### config.mk
export PLATFORM = sky130hd
export DESIGN_NAME = gate_arbiter
export DESIGN_NICKNAME = d
export VERILOG_FILES = /design/src/rtl/gate_arb_pkg.sv /design/src/rtl/gate_arbiter_nibble_gate.sv /design/src/rtl/gate_arbiter.sv
export SDC_FILE = /design/constraint.sdc
export NUM_CORES = 1
export LEC_CHECK = 0
export ABC_AREA = 1
export CORE_MARGIN = 2
export CORE_UTILIZATION = 50
export DETAILED_ROUTE_END_ITERATION = 8
export MAX_ROUTING_LAYER = met4
export PLACE_DENSITY = 0.92
export SLEW_MARGIN = 20
export SYNTH_ARGS = -nofsm -noshare
export SYNTH_HDL_FRONTEND = slang
export SYNTH_SLANG_ARGS = --single-unit
### constraint.sdc
create_clock -name clk -period 3.7 [get_ports clk]
set_input_delay 0.74 -clock clk [delete_from_list [all_inputs] [get_ports clk]]
set_output_delay 0.74 -clock clk [all_outputs]
set_load 0.01 [all_outputs]
### src/rtl/gate_arb_pkg.sv
// Shared types and constants for the zero-gating arbiter slice.
// Imported by the gate datapath and the arbiter top.
package gate_arb_pkg;

  localparam int WORD_W = 4;

  typedef enum logic [1:0] {
    IDLE = 2'd0,
    GATE = 2'd1,
    HOLD = 2'd2
  } state_e;

  localparam logic SRC_A = 1'b0;
  localparam logic SRC_B = 1'b1;

endpackage

### src/rtl/gate_arbiter_nibble_gate.sv
// Zero-gating rule: a nibble with bit 0 set is forced to zero and flagged as blocked.
// Otherwise the nibble passes through unchanged.
module nibble_gate
  import gate_arb_pkg::*;
(
  input  logic [WORD_W-1:0] data_i,
  output logic [WORD_W-1:0] data_o,
  output logic              blocked_o
);

  // Gating decision
  always_comb begin
    blocked_o = data_i[0];
    if (data_i[0]) begin
      data_o = {WORD_W{1'b0}};
    end else begin
      data_o = data_i;
    end
  end

endmodule

### src/rtl/gate_arbiter.sv
// Two-requester round-robin arbiter feeding a registered zero-gating stage,
// with a valid/ready output and saturating pass/block statistics.
module gate_arbiter
  import gate_arb_pkg::*;
#(
  parameter int CNT_W = 8
) (
  input  logic              clk,
  input  logic              rst,
  input  logic [WORD_W-1:0] a_data,
  input  logic              a_valid,
  output logic              a_ready,
  input  logic [WORD_W-1:0] b_data,
  input  logic              b_valid,
  output logic              b_ready,
  output logic [WORD_W-1:0] out_data,
  output logic              out_valid,
  output logic              out_src,
  input  logic              out_ready,
  input  logic              clr_cnt,
  output logic [CNT_W-1:0]  pass_cnt,
  output logic [CNT_W-1:0]  block_cnt,
  output logic              busy
);

  localparam logic [CNT_W-1:0] CNT_MAX = {CNT_W{1'b1}};
  localparam logic [CNT_W-1:0] CNT_ONE = {{(CNT_W-1){1'b0}}, 1'b1};

  state_e              state_q, state_d;
  logic                last_src_q, last_src_d;
  logic [WORD_W-1:0]   cap_data_q, cap_data_d;
  logic                cap_src_q, cap_src_d;
  logic [WORD_W-1:0]   out_data_q, out_data_d;
  logic                out_src_q, out_src_d;
  logic                out_valid_q, out_valid_d;
  logic                busy_q, busy_d;
  logic [CNT_W-1:0]    pass_q, pass_d;
  logic [CNT_W-1:0]    block_q, block_d;
  logic                grant_a_s, grant_b_s;
  logic [WORD_W-1:0]   gated_s;
  logic                blocked_s;

  nibble_gate u_gate (
    .data_i    (cap_data_q),
    .data_o    (gated_s),
    .blocked_o (blocked_s)
  );

  // Round-robin grant: on contention the requester not served last wins
  always_comb begin
    grant_a_s = 1'b0;
    grant_b_s = 1'b0;
    if ((state_q == IDLE) && !rst) begin
      if (a_valid && b_valid) begin
        if (last_src_q == SRC_B) begin
          grant_a_s = 1'b1;
        end else begin
          grant_b_s = 1'b1;
        end
      end else if (a_valid) begin
        grant_a_s = 1'b1;
      end else if (b_valid) begin
        grant_b_s = 1'b1;
      end else begin
        grant_a_s = 1'b0;
        grant_b_s = 1'b0;
      end
    end else begin
      grant_a_s = 1'b0;
      grant_b_s = 1'b0;
    end
  end

  assign a_ready = grant_a_s;
  assign b_ready = grant_b_s;

  // Next-state and datapath
  always_comb begin
    state_d    = state_q;
    last_src_d = last_src_q;
    cap_data_d = cap_data_q;
    cap_src_d  = cap_src_q;
    out_data_d = out_data_q;
    out_src_d  = out_src_q;
    case (state_q)
      IDLE: begin
        if (grant_a_s) begin
          cap_data_d = a_data;
          cap_src_d  = SRC_A;
          last_src_d = SRC_A;
          state_d    = GATE;
        end else if (grant_b_s) begin
          cap_data_d = b_data;
          cap_src_d  = SRC_B;
          last_src_d = SRC_B;
          state_d    = GATE;
        end else begin
          state_d = IDLE;
        end
      end
      GATE: begin
        out_data_d = gated_s;
        out_src_d  = cap_src_q;
        state_d    = HOLD;
      end
      HOLD: begin
        if (out_ready) begin
          state_d = IDLE;
        end else begin
          state_d = HOLD;
        end
      end
      default: begin
        state_d = IDLE;
      end
    endcase
    out_valid_d = (state_d == HOLD);
    busy_d      = (state_d != IDLE);
  end

  // Saturating statistics; a clear wins over a same-cycle increment
  always_comb begin
    pass_d  = pass_q;
    block_d = block_q;
    if (clr_cnt) begin
      pass_d  = {CNT_W{1'b0}};
      block_d = {CNT_W{1'b0}};
    end else if (state_q == GATE) begin
      if (blocked_s) begin
        block_d = (block_q == CNT_MAX) ? CNT_MAX : (block_q + CNT_ONE);
      end else begin
        pass_d = (pass_q == CNT_MAX) ? CNT_MAX : (pass_q + CNT_ONE);
      end
    end else begin
      pass_d  = pass_q;
      block_d = block_q;
    end
  end

  // State and output registers
  always_ff @(posedge clk) begin
    if (rst) begin
      state_q     <= IDLE;
      last_src_q  <= SRC_B;
      cap_data_q  <= {WORD_W{1'b0}};
      cap_src_q   <= SRC_A;
      out_data_q  <= {WORD_W{1'b0}};
      out_src_q   <= SRC_A;
      out_valid_q <= 1'b0;
      busy_q      <= 1'b0;
      pass_q      <= {CNT_W{1'b0}};
      block_q     <= {CNT_W{1'b0}};
    end else begin
      state_q     <= state_d;
      last_src_q  <= last_src_d;
      cap_data_q  <= cap_data_d;
      cap_src_q   <= cap_src_d;
      out_data_q  <= out_data_d;
      out_src_q   <= out_src_d;
      out_valid_q <= out_valid_d;
      busy_q      <= busy_d;
      pass_q      <= pass_d;
      block_q     <= block_d;
    end
  end

  assign out_data  = out_data_q;
  assign out_src   = out_src_q;
  assign out_valid = out_valid_q;
  assign busy      = busy_q;
  assign pass_cnt  = pass_q;
  assign block_cnt = block_q;

endmodule
; ---- Yosys cells after proc, flatten, opt, wreduce, memory -nomap -nowiden
; Cells that the tools add are included.
[totals]
reg_bits = 31
input_bits = 14
out_inout_bits = 25
wordCells = 48
[op_classes]
n_addsub = 2
n_eq_ne = 5
n_mux = 20
bitwise = 1
n_reduce_logical = 10
[ops]
columns = op, n
row1 = 8-bit by 1-bit adder with 8-bit output (second input constant), 2
row2 = 8-bit equality test (second input constant), 2
row3 = 8-bit 2-to-1 mux, 2
row4 = 1-bit 2-to-1 mux, 13
row5 = 4-bit 2-to-1 mux, 3
row6 = 2-bit case mux with 3 select lines, 1
row7 = 2-bit AND reduction, 3
row8 = 2-bit equality test (second input constant), 2
row9 = 2-bit nonzero test, 2
row10 = 2-bit by 1-bit equality test with 1-bit output (second input constant), 1
row11 = 1-bit logical AND, 2
row12 = 2-bit logical NOT, 1
row13 = 2-bit 2-to-1 mux, 1
row14 = 2-bit OR reduction, 1
row15 = 1-bit logical NOT, 1
row16 = 1-bit NOT, 1

; ---- Logic depth before layout (Yosys ltp)
; Gate-level depths: netlist of run 1.
[logic_depth]
ltp_word = 8
ltp_mapped = 9
depth_no_buf = 9

; ---- Cells and area by module
; Synthesis of run 1 repeated with hierarchy kept, for this count alone.
[hier_totals]
hier_cells = 204
hier_area_um2 = 1566.5
[modules_own_cells]
columns = mod, n_inst, cells_each, area_each_um2
row1 = gate_arbiter, 1, 195, 1525.2
row2 = nibble_gate, 1, 9, 41.3

; ---- Worst setup path before layout of run 1
; No wires, ideal clock.
[synth_timing]
path_kind = input to output
startpoint = in rst
endpoint = out a_ready
t_arrival_ns = 1.257
t_required_ns = 2.960
setup_slack_ns = 1.703
stages = 4
cell_sequence = buf_6 > nor2_4 > nand2_2 > inv_1
[synth_between]
elab_chain_len = 3
[synth_lines]
columns = element, line
row1 = start: declaration, gate_arbiter.sv:9  ; input logic rst,
row2 = 1-bit logical NOT, gate_arbiter.sv:53  ; if ((state_q == IDLE) && !rst) begin
row3 = 1-bit logical AND, gate_arbiter.sv:53
row4 = 1-bit 2-to-1 mux, gate_arbiter.sv:53
row5 = end: declaration, gate_arbiter.sv:12  ; output logic a_ready,
; Every way passes these cells.

; ---- Worst setup path after layout of run 1
; Ends and elaborated chain as after synthesis.

==> impl_metrics.json, run 1 <==
{
  "outcome": "completed",
  "vdd_drop_max_mv": 0.186,
  "wire_per_inst_um": 10.5,
  "drtIter0Drc": 51,
  "io_pins": 39,
  "stdcell_area_um2": 2040,
  "crit_type": "input pin to output pin",
  "syn-num-nets": 233,
  "ctsHoldBuffers": 0,
  "cts_resized": 0,
  "path_buf_inv": 3,
  "ys_seq_area_frac": 0.381,
  "postRouteAntennaNets": 0,
  "report.final.hold_viol_count": 0,
  "yosysWarnings": 0,
  "grt-ovfl-total": 0,
  "syn-mean-instance-area_um2": 7.26,
  "clockBufferDepth": 2,
  "area_delta_synth_final_pct": 29.7,
  "yosysUniqueCellTypes": 28,
  "p_per_area_nw_per_um2": 351,
  "place_congestion": 0.870,
  "dieHeight_um": 60.1,
  "synth_area_um2": 1580,
  "hpwlAfterDp_um": 2340,
  "power_mw": 0.718,
  "grt_usage": 0.202,
  "netlist.area_leader.share": 0.381,
  "finalNonFillerCells": 301,
  "clkTransAtPathRegs_ps": 90,
  "post-route-min-period_ps": 2990,
  "clkSinkCount": 30,
  "cpMostUsedCell": "clkdlybuf4s50_1",
  "dieArea_um2": 3620,
  "syn_inst": 217,
  "cts_tree": "done",
  "yosysTopAreaCell": "dfxtp_1",
  "antenna_found_initial": 0,
  "cap_violations": 0,
  "cp_top_family": "buffers and inverters",
  "worst_hold_slack_ps": 474,
  "rsz0062_at_grt": "false",
  "grt_pass1_wl_um": 5260,
  "layout_common_cells": "nand2_1, clkdlybuf4s50_1, dfxtp_1",
  "startpoint": "rst",
  "fmax_ghz": 0.334,
  "htreeDepth": 2,
  "whs_path_depth": 2,
  "rr_startpoint": "pass_cnt[0]$_SDFFE_PP0P_",
  "cts_setup_buffers": 0,
  "setup_viol": 0,
  "grt_pass1_vias": 1305,
  "fin_ws_ps": 710,
  "worstPathArrival_ps": 2250,
  "hp-class": "flop to flop",
  "rows": 20,
  "dpl-instance-area_um2": 1960,
  "setup_tns_ps": 0,
  "fillers": 243,
  "reg2reg_depth": 7,
  "place_inst": 294,
  "via_count": 1464,
  "vias_per_cell": 4.86,
  "worst_path_max_delay_cell": "clkdlybuf4s50_1",
  "first_pass_iters": 4,
  "cp_data_required_time_ps": 2960,
  "hp-start": "out_data[1]$_SDFFE_PP0N_",
  "timing_max_transition_violations_final": 0,
  "die_w_um": 60.1,
  "cts_made_buffers": 5,
  "cp_max_fo": 10,
  "synth-seq-cells": 30,
  "portBuffers": 37,
  "worst_hold_path.endpoint": "out_data[1]$_SDFFE_PP0N_",
  "n_antenna_cell": 0,
  "place_ws_ps": 717,
  "final_core_util": 0.675,
  "start_util": 0.520,
  "start_kind": "input pin",
  "regToRegEndpoint": "pass_cnt[3]$_SDFFE_PP0P_",
  "synthTopCellsByArea": "dfxtp_1, nand2_1, nand3_1, inv_1, a21oi_1",
  "cts_root_buffer": "clkbuf_4",
  "drc": 0,
  "grt_max_degree": 14,
  "timing.final.crit_share": 0.808,
  "path_cells": "clkdlybuf4s50_1 -> nor2_4 -> nand2_2 -> inv_1 -> clkdlybuf4s50_1",
  "layout-drive-gt1-share": 0.144,
  "cpPeakStageDelay_ps": 540,
  "fin_nets": 273,
  "clkLatencyLatePin_ps": 340,
  "r2r_slack_ps": 2200,
  "p_leak_nw": 0.848,
  "routed_wl_um": 3160,
  "finClkSkew_ps": 11.5,
  "core-area_um2": 3030,
  "layout_commonest_cell": "nand2_1",
  "crit_path_end_kind": "output pin"
}
-- worst max path at each step --
| stage | end | slack, ps | cells past startpoint |
|---|---|---|---|
| final | a_ready | 710 | 5 |
| after global routing | a_ready | 570 | 7 |
| after CTS | a_ready | 710 | 6 |
| after detailed placement | a_ready | 720 | 6 |
| after global placement | a_ready | 710 | 5 |
| after floorplan | a_ready | 1700 | 4 |
-- tightest hold or removal path, delay by kind of cell (launching register included) --
family / cells / cell delay [ps]
flops: 1 / 320
simple gates: 1 / 60
compound gates: 1 / 60
-- per-layer routing --
layer / GRT usage / share of wire
met1: 0.233 / 0.48
met2: 0.326 / 0.45
met3: 0.0671 / 0.043
met4: 0.0698 / 0.018
met5: - / 0
-- Yosys cell counts, drive strengths merged --
| cell | instances |
|---|---|
| a31oi | 3 |
| buf | 5 |
| nand3 | 26 |
| xor2 | 5 |
| nor2 | 23 |
| a21oi | 18 |
| nor3 | 3 |
| nand4 | 4 |
| conb | 1 |
| nand2 | 54 |
| o21ai | 5 |
| inv | 35 |
| or2 | 1 |
| o21bai | 1 |
| nand3b | 1 |
| dfxtp | 30 |
| ha | 2 |
-- where the power goes --
group	internal, mW	total (mW)	switching, mW
Sequential	0.337	0.347	0.00989
Clock	0.157	0.268	0.111
Combinational	0.0455	0.103	0.0575
-- kinds of logic (layout without fill, tap and decap cells) --
family,count (synthesis),count (layout),synth area share
xor gates and xnor gates,5,5,0.0278
DFF,30,30,0.381
other,1,1,0.00238
and+or+nand+nor,112,112,0.356
adders and majority gates,2,2,0.0159
buffers and inverters,40,80,0.113
AOI/OAI and AO/OA,27,27,0.104
-- registers in the layout, indices dropped and copies added, names as in the netlist --
name / flops
block_cnt: 8
pass_cnt: 8
cap_data_q: 4
out_data: 3
state_q: 2
busy: 1
cap_src_q: 1
last_src_q: 1
out_src: 1
out_valid: 1
-- cell type report --
cell class | count | area (um2) | share of cell area
Clock buffer | 6 | 51.3 | 0.0251
Clock inverter | 1 | 30.0 | 0.0147
Inverter | 35 | 131 | 0.0643
Multi-Input combinational cell | 147 | 797 | 0.390
Sequential cell | 30 | 601 | 0.294
Tap cell | 44 | 55.1 | 0.0269
Timing Repair Buffer | 38 | 378 | 0.185
Note: power is estimated with default switching activity, not from simulation.
==> inputs of run 2 (changes only) <==
--- a/config.mk
+++ b/config.mk
@@ -7,10 +7,10 @@
 export LEC_CHECK = 0
 export ABC_AREA = 1
 export CORE_MARGIN = 2
-export CORE_UTILIZATION = 50
+export CORE_UTILIZATION = 49
 export DETAILED_ROUTE_END_ITERATION = 8
 export MAX_ROUTING_LAYER = met4
-export PLACE_DENSITY = 0.92
+export PLACE_DENSITY = 0.91
 export SLEW_MARGIN = 20
 export SYNTH_ARGS = -nofsm -noshare
 export SYNTH_HDL_FRONTEND = slang
==> constraint.sdc (replaced) <==
create_clock -name clk -period 2.9 [get_ports clk]
set_input_delay 0.58 -clock clk [delete_from_list [all_inputs] [get_ports clk]]
set_output_delay 0.58 -clock clk [all_outputs]
set_load 0.01 [all_outputs]
==> impl_metrics.json, run 2 (same netlist as run 1, synthesis figures left out) <==
{
  "outcome": "completed",
  "pwr-share-clk": 0.310,
  "cap_violations": 0,
  "setup_tns_ps": 0,
  "hp-class": "flop to flop",
  "clkSinkCount": 30,
  "vias_per_cell": 4.91,
  "antenna_found_initial": 0,
  "cp_max_fo": 5,
  "p_per_area_nw_per_um2": 413,
  "cts_made_buffers": 5,
  "highest_layer": "met4",
  "n_antenna_cell": 0,
  "fin_ws_ps": 275,
  "clockBufferDepth": 2,
  "drtIter0Drc": 107,
  "cts_root_buffer": "clkbuf_4",
  "fmax_ghz": 0.381,
  "wire_per_inst_um": 11.3,
  "power.share.sequential": 0.529,
  "worst_hold_slack_ps": 482,
  "rows": 20,
  "first_pass_iters": 4,
  "die_w_um": 60.7,
  "final_core_util": 0.665,
  "htreeDepth": 2,
  "finClkSkew_ps": 8.38,
  "timing_max_transition_violations_final": 0,
  "dieArea_um2": 3680,
  "grt_pass1_vias": 1395,
  "postRouteAntennaNets": 0,
  "rr_startpoint": "pass_cnt[0]$_SDFFE_PP0P_",
  "p_switching_mw": 0.232,
  "layout_commonest_cell": "nand2_1",
  "crit_path_end_kind": "output pin",
  "timing.final.crit_share": 0.905,
  "start_util": 0.516,
  "r2r_slack_ps": 1400,
  "grt_usage": 0.224,
  "cts_resized": 0,
  "ctsHoldBuffers": 0,
  "met2_length_um": 1640,
  "start_kind": "input pin",
  "fin_nets": 274,
  "rsz0062_at_grt": "false",
  "grt_max_degree": 14,
  "portBuffers": 37,
  "cts_tree": "done",
  "hpwlAfterDp_um": 2660,
  "area_delta_synth_final_pct": 28.8,
  "post-route-min-period_ps": 2630,
  "p_leak_nw": 0.844,
  "cp_data_required_time_ps": 2320,
  "report.final.hold_viol_count": 0,
  "clkLatencyLatePin_ps": 330,
  "via_count": 1487,
  "switching_share": 0.277,
  "internal_power_mw": 0.606,
  "p_comb_frac": 0.161,
  "stdcell_area_um2": 2030,
  "dieHeight_um": 60.7,
  "startpoint": "rst",
  "power_mw": 0.838,
  "io_pins": 39,
  "clkTransAtPathRegs_ps": 90,
  "routed_wl_um": 3420,
  "place_inst": 295,
  "regToRegEndpoint": "pass_cnt[2]$_SDFFE_PP0P_",
  "drc": 0,
  "met3_length_um": 117,
  "layout-drive-gt1-share": 0.147,
  "finalNonFillerCells": 303,
  "reg2reg_depth": 7,
  "core-area_um2": 3050,
  "grt-ovfl-total": 0,
  "wl_met1_um": 1570,
  "crit_path_end": "b_ready",
  "dpl-instance-area_um2": 1970,
  "layout_common_cells": "nand2_1, clkdlybuf4s50_1, dfxtp_1",
  "worstPathArrival_ps": 2050,
  "crit_type": "input pin to output pin",
  "setup_viol": 0,
  "grt_pass1_wl_um": 5890,
  "vdd_drop_max_mv": 0.257,
  "place_ws_ps": 257,
  "cts_setup_buffers": 0,
  "place_congestion": 0.858
}
## run 2: worst min path at each step
stage,from,endpoint,slack (ps),depth (start not counted)
3_3_place_gp,cap_data_q[3]$_SDFFE_PP0P_,out_data[3]$_SDFFE_PP0N_,460,2
2_1_floorplan,cap_data_q[1]$_SDFFE_PP0P_,out_data[1]$_SDFFE_PP0N_,440,2
3_5_place_dp,out_data[2]$_SDFFE_PP0N_,out_data[2]$_SDFFE_PP0N_,470,2
6_report,out_data[2]$_SDFFE_PP0N_,out_data[2]$_SDFFE_PP0N_,480,2
4_1_cts,out_data[2]$_SDFFE_PP0N_,out_data[2]$_SDFFE_PP0N_,490,2
5_1_grt,cap_data_q[1]$_SDFFE_PP0P_,cap_data_q[1]$_SDFFE_PP0P_,520,2
## run 2: worst max-delay path, stage by stage
cell and delay (ps):
clkdlybuf4s50_1 500, inv_2 140, nand3_2 110, nor2_2 160
clkdlybuf4s50_1 560
## run 2: final cells by class
cell class | instances | area [um2]
flip-flops and latches | 30 | 601
well taps | 44 | 55.1
fillers | 256 | 1020
multi-input cells | 147 | 797
inverters | 35 | 131
repair buffers | 39 | 385
clock buffers | 7 | 55.1
clock inverters | 1 | 5.00
## run 2: power by group through the flow
stage | combinational [mW] | sequential (mW) | clock (mW)
floorplan | 0.0818 | 0.454 | 0
global placement | 0.130 | 0.451 | 0
detailed placement | 0.135 | 0.452 | 0
CTS | 0.135 | 0.443 | 0.265
global route | 0.149 | 0.445 | 0.286
finish | 0.135 | 0.443 | 0.260
## run 2: routing by layer
| layer | vias up | global-route usage |
|---|---|---|
| met5 | - | - |
| met4 | 0 | 0.112 |
| met3 | 8 | 0.0448 |
| met2 | 32 | 0.355 |
| met1 | 679 | 0.269 |
| li1 | 768 | - |
==> inputs of run 3 (changes only) <==
--- a/config.mk
+++ b/config.mk
@@ -8,9 +8,10 @@
 export ABC_AREA = 1
 export CORE_MARGIN = 2
 export CORE_UTILIZATION = 49
+export CTS_CLUSTER_SIZE = 12
 export DETAILED_ROUTE_END_ITERATION = 8
 export MAX_ROUTING_LAYER = met4
-export PLACE_DENSITY = 0.91
+export PLACE_DENSITY = 0.8
 export SLEW_MARGIN = 20
 export SYNTH_ARGS = -nofsm -noshare
 export SYNTH_HDL_FRONTEND = slang
==> impl_metrics.json, run 3 (same netlist as run 1, synthesis figures left out) <==
{
  "outcome": "completed",
  "htreeDepth": 2,
  "cts_resized": 0,
  "die_w_um": 60.7,
  "core-area_um2": 3050,
  "worst_hold_slack_ps": 470,
  "timing_max_transition_violations_final": 0,
  "grt_usage": 0.212,
  "p_leak_nw": 0.853,
  "cp_top_family": "buffers and inverters",
  "portBuffers": 37,
  "report.final.hold_viol_count": 0,
  "path_cells": "clkdlybuf4s50_1 -> inv_2 -> nand3_2 -> nor2_2 -> clkdlybuf4s50_1",
  "clkLatencyLatePin_ps": 340,
  "rr_startpoint": "pass_cnt[0]$_SDFFE_PP0P_",
  "power_mw": 0.883,
  "crit_path_end_kind": "output pin",
  "routed_wl_um": 3140,
  "drtIter0Drc": 51,
  "start_kind": "input pin",
  "place_inst": 295,
  "via_count": 1422,
  "hpwlAfterDp_um": 2380,
  "regArea_um2": 601,
  "cts_made_buffers": 5,
  "place_congestion": 0.876,
  "crit_path_end": "b_ready",
  "reg2reg_depth": 7,
  "regToRegEndpoint": "pass_cnt[3]$_SDFFE_PP0P_",
  "rows": 20,
  "grt_pass1_vias": 1302,
  "startpoint": "rst",
  "n_antenna_cell": 0,
  "grt-ovfl-total": 0,
  "cpPeakStageDelay_ps": 560,
  "cp_data_required_time_ps": 2320,
  "dieHeight_um": 60.7,
  "layout_commonest_cell": "nand2_1",
  "p_per_area_nw_per_um2": 431,
  "vdd_drop_max_mv": 0.220,
  "clkSinkCount": 30,
  "fin_ws_ps": 267,
  "antenna_found_initial": 0,
  "hp-class": "flop to flop",
  "dieArea_um2": 3680,
  "cts_tree": "done",
  "area_delta_synth_final_pct": 30.0,
  "cts_root_buffer": "clkbuf_4",
  "post-route-min-period_ps": 2630,
  "postRouteAntennaNets": 0,
  "worst_path_max_delay_cell": "clkdlybuf4s50_1",
  "worst-path-stages": 5,
  "final_core_util": 0.671,
  "layout_common_cells": "nand2_1, clkdlybuf4s50_1, dfxtp_1",
  "drc": 0,
  "timing.final.crit_share": 0.908,
  "ctsHoldBuffers": 0,
  "multi_input_area_um2": 797,
  "stdcell_area_um2": 2050,
  "io_pins": 39,
  "setup_viol": 0,
  "finClkSkew_ps": 10.1,
  "grt_max_degree": 14,
  "finalNonFillerCells": 303,
  "place_ws_ps": 271,
  "path_buf_inv": 3,
  "grt_pass1_wl_um": 5530,
  "rsz0062_at_grt": "false",
  "vias_per_cell": 4.69,
  "cts_setup_buffers": 0,
  "cp_max_fo": 5,
  "layout-drive-gt1-share": 0.151,
  "start_util": 0.516,
  "fmax_ghz": 0.380,
  "wire_per_inst_um": 10.4,
  "first_pass_iters": 4,
  "fin_nets": 274,
  "clockBufferDepth": 2,
  "dpl-instance-area_um2": 1970,
  "r2r_slack_ps": 1410,
  "cap_violations": 0,
  "crit_type": "input pin to output pin",
  "cpMostUsedCell": "clkdlybuf4s50_1",
  "fillers": 269,
  "worstPathArrival_ps": 2050,
  "clkTransAtPathRegs_ps": 90,
  "setup_tns_ps": 0
}
## run 3: cell types whose count changed in the layout (fill, tap and decap cells not counted), sizes merged
cell and delta:
clkinv -1, clkbuf +1
## run 3: cell type report
type	instances	share of cell area
multi-input combinational	147	0.389
sequential	30	0.293
timing repair buffer	39	0.188
inverter	35	0.0641
clock buffer	8	0.0385
tap	44	0.0269
## run 3: power by group
group / switching, mW / internal [mW]
sequential: 0.0125 / 0.430
combinational: 0.0733 / 0.0594
clock: 0.143 / 0.165
total: 0.229 / 0.654
## run 3: worst register-to-register path: stages, from the launching register on
cell      delay (ps)
dfxtp_1          460
ha_1             260
nand2_2           90
nor2_4           110
nand2_1          100
nor2_4           130
nand3b_4         130
a21oi_2          160
## run 3: layer usage
metal  global-route usage  part of all wire  up-vias
met3               0.0512             0.042        9
met5                    -                 0        -
met2                0.298              0.43       35
met1                0.273              0.50      607
li1                     -                 -      771
met4                0.130             0.026        0
## run 3: how the worst min path moves through the flow
stage | from | cells past startpoint | slack [ps] | to
after floorplan | cap_data_q[1]$_SDFFE_PP0P_ | 2 | 440 | out_data[1]$_SDFFE_PP0N_
after global placement | cap_data_q[2]$_SDFFE_PP0P_ | 2 | 450 | out_data[2]$_SDFFE_PP0N_
after detailed placement | cap_data_q[3]$_SDFFE_PP0P_ | 2 | 450 | out_data[3]$_SDFFE_PP0N_
after CTS | cap_data_q[3]$_SDFFE_PP0P_ | 2 | 470 | out_data[3]$_SDFFE_PP0N_
after global routing | cap_data_q[3]$_SDFFE_PP0P_ | 2 | 510 | cap_data_q[3]$_SDFFE_PP0P_
final | cap_data_q[2]$_SDFFE_PP0P_ | 2 | 470 | out_data[2]$_SDFFE_PP0N_
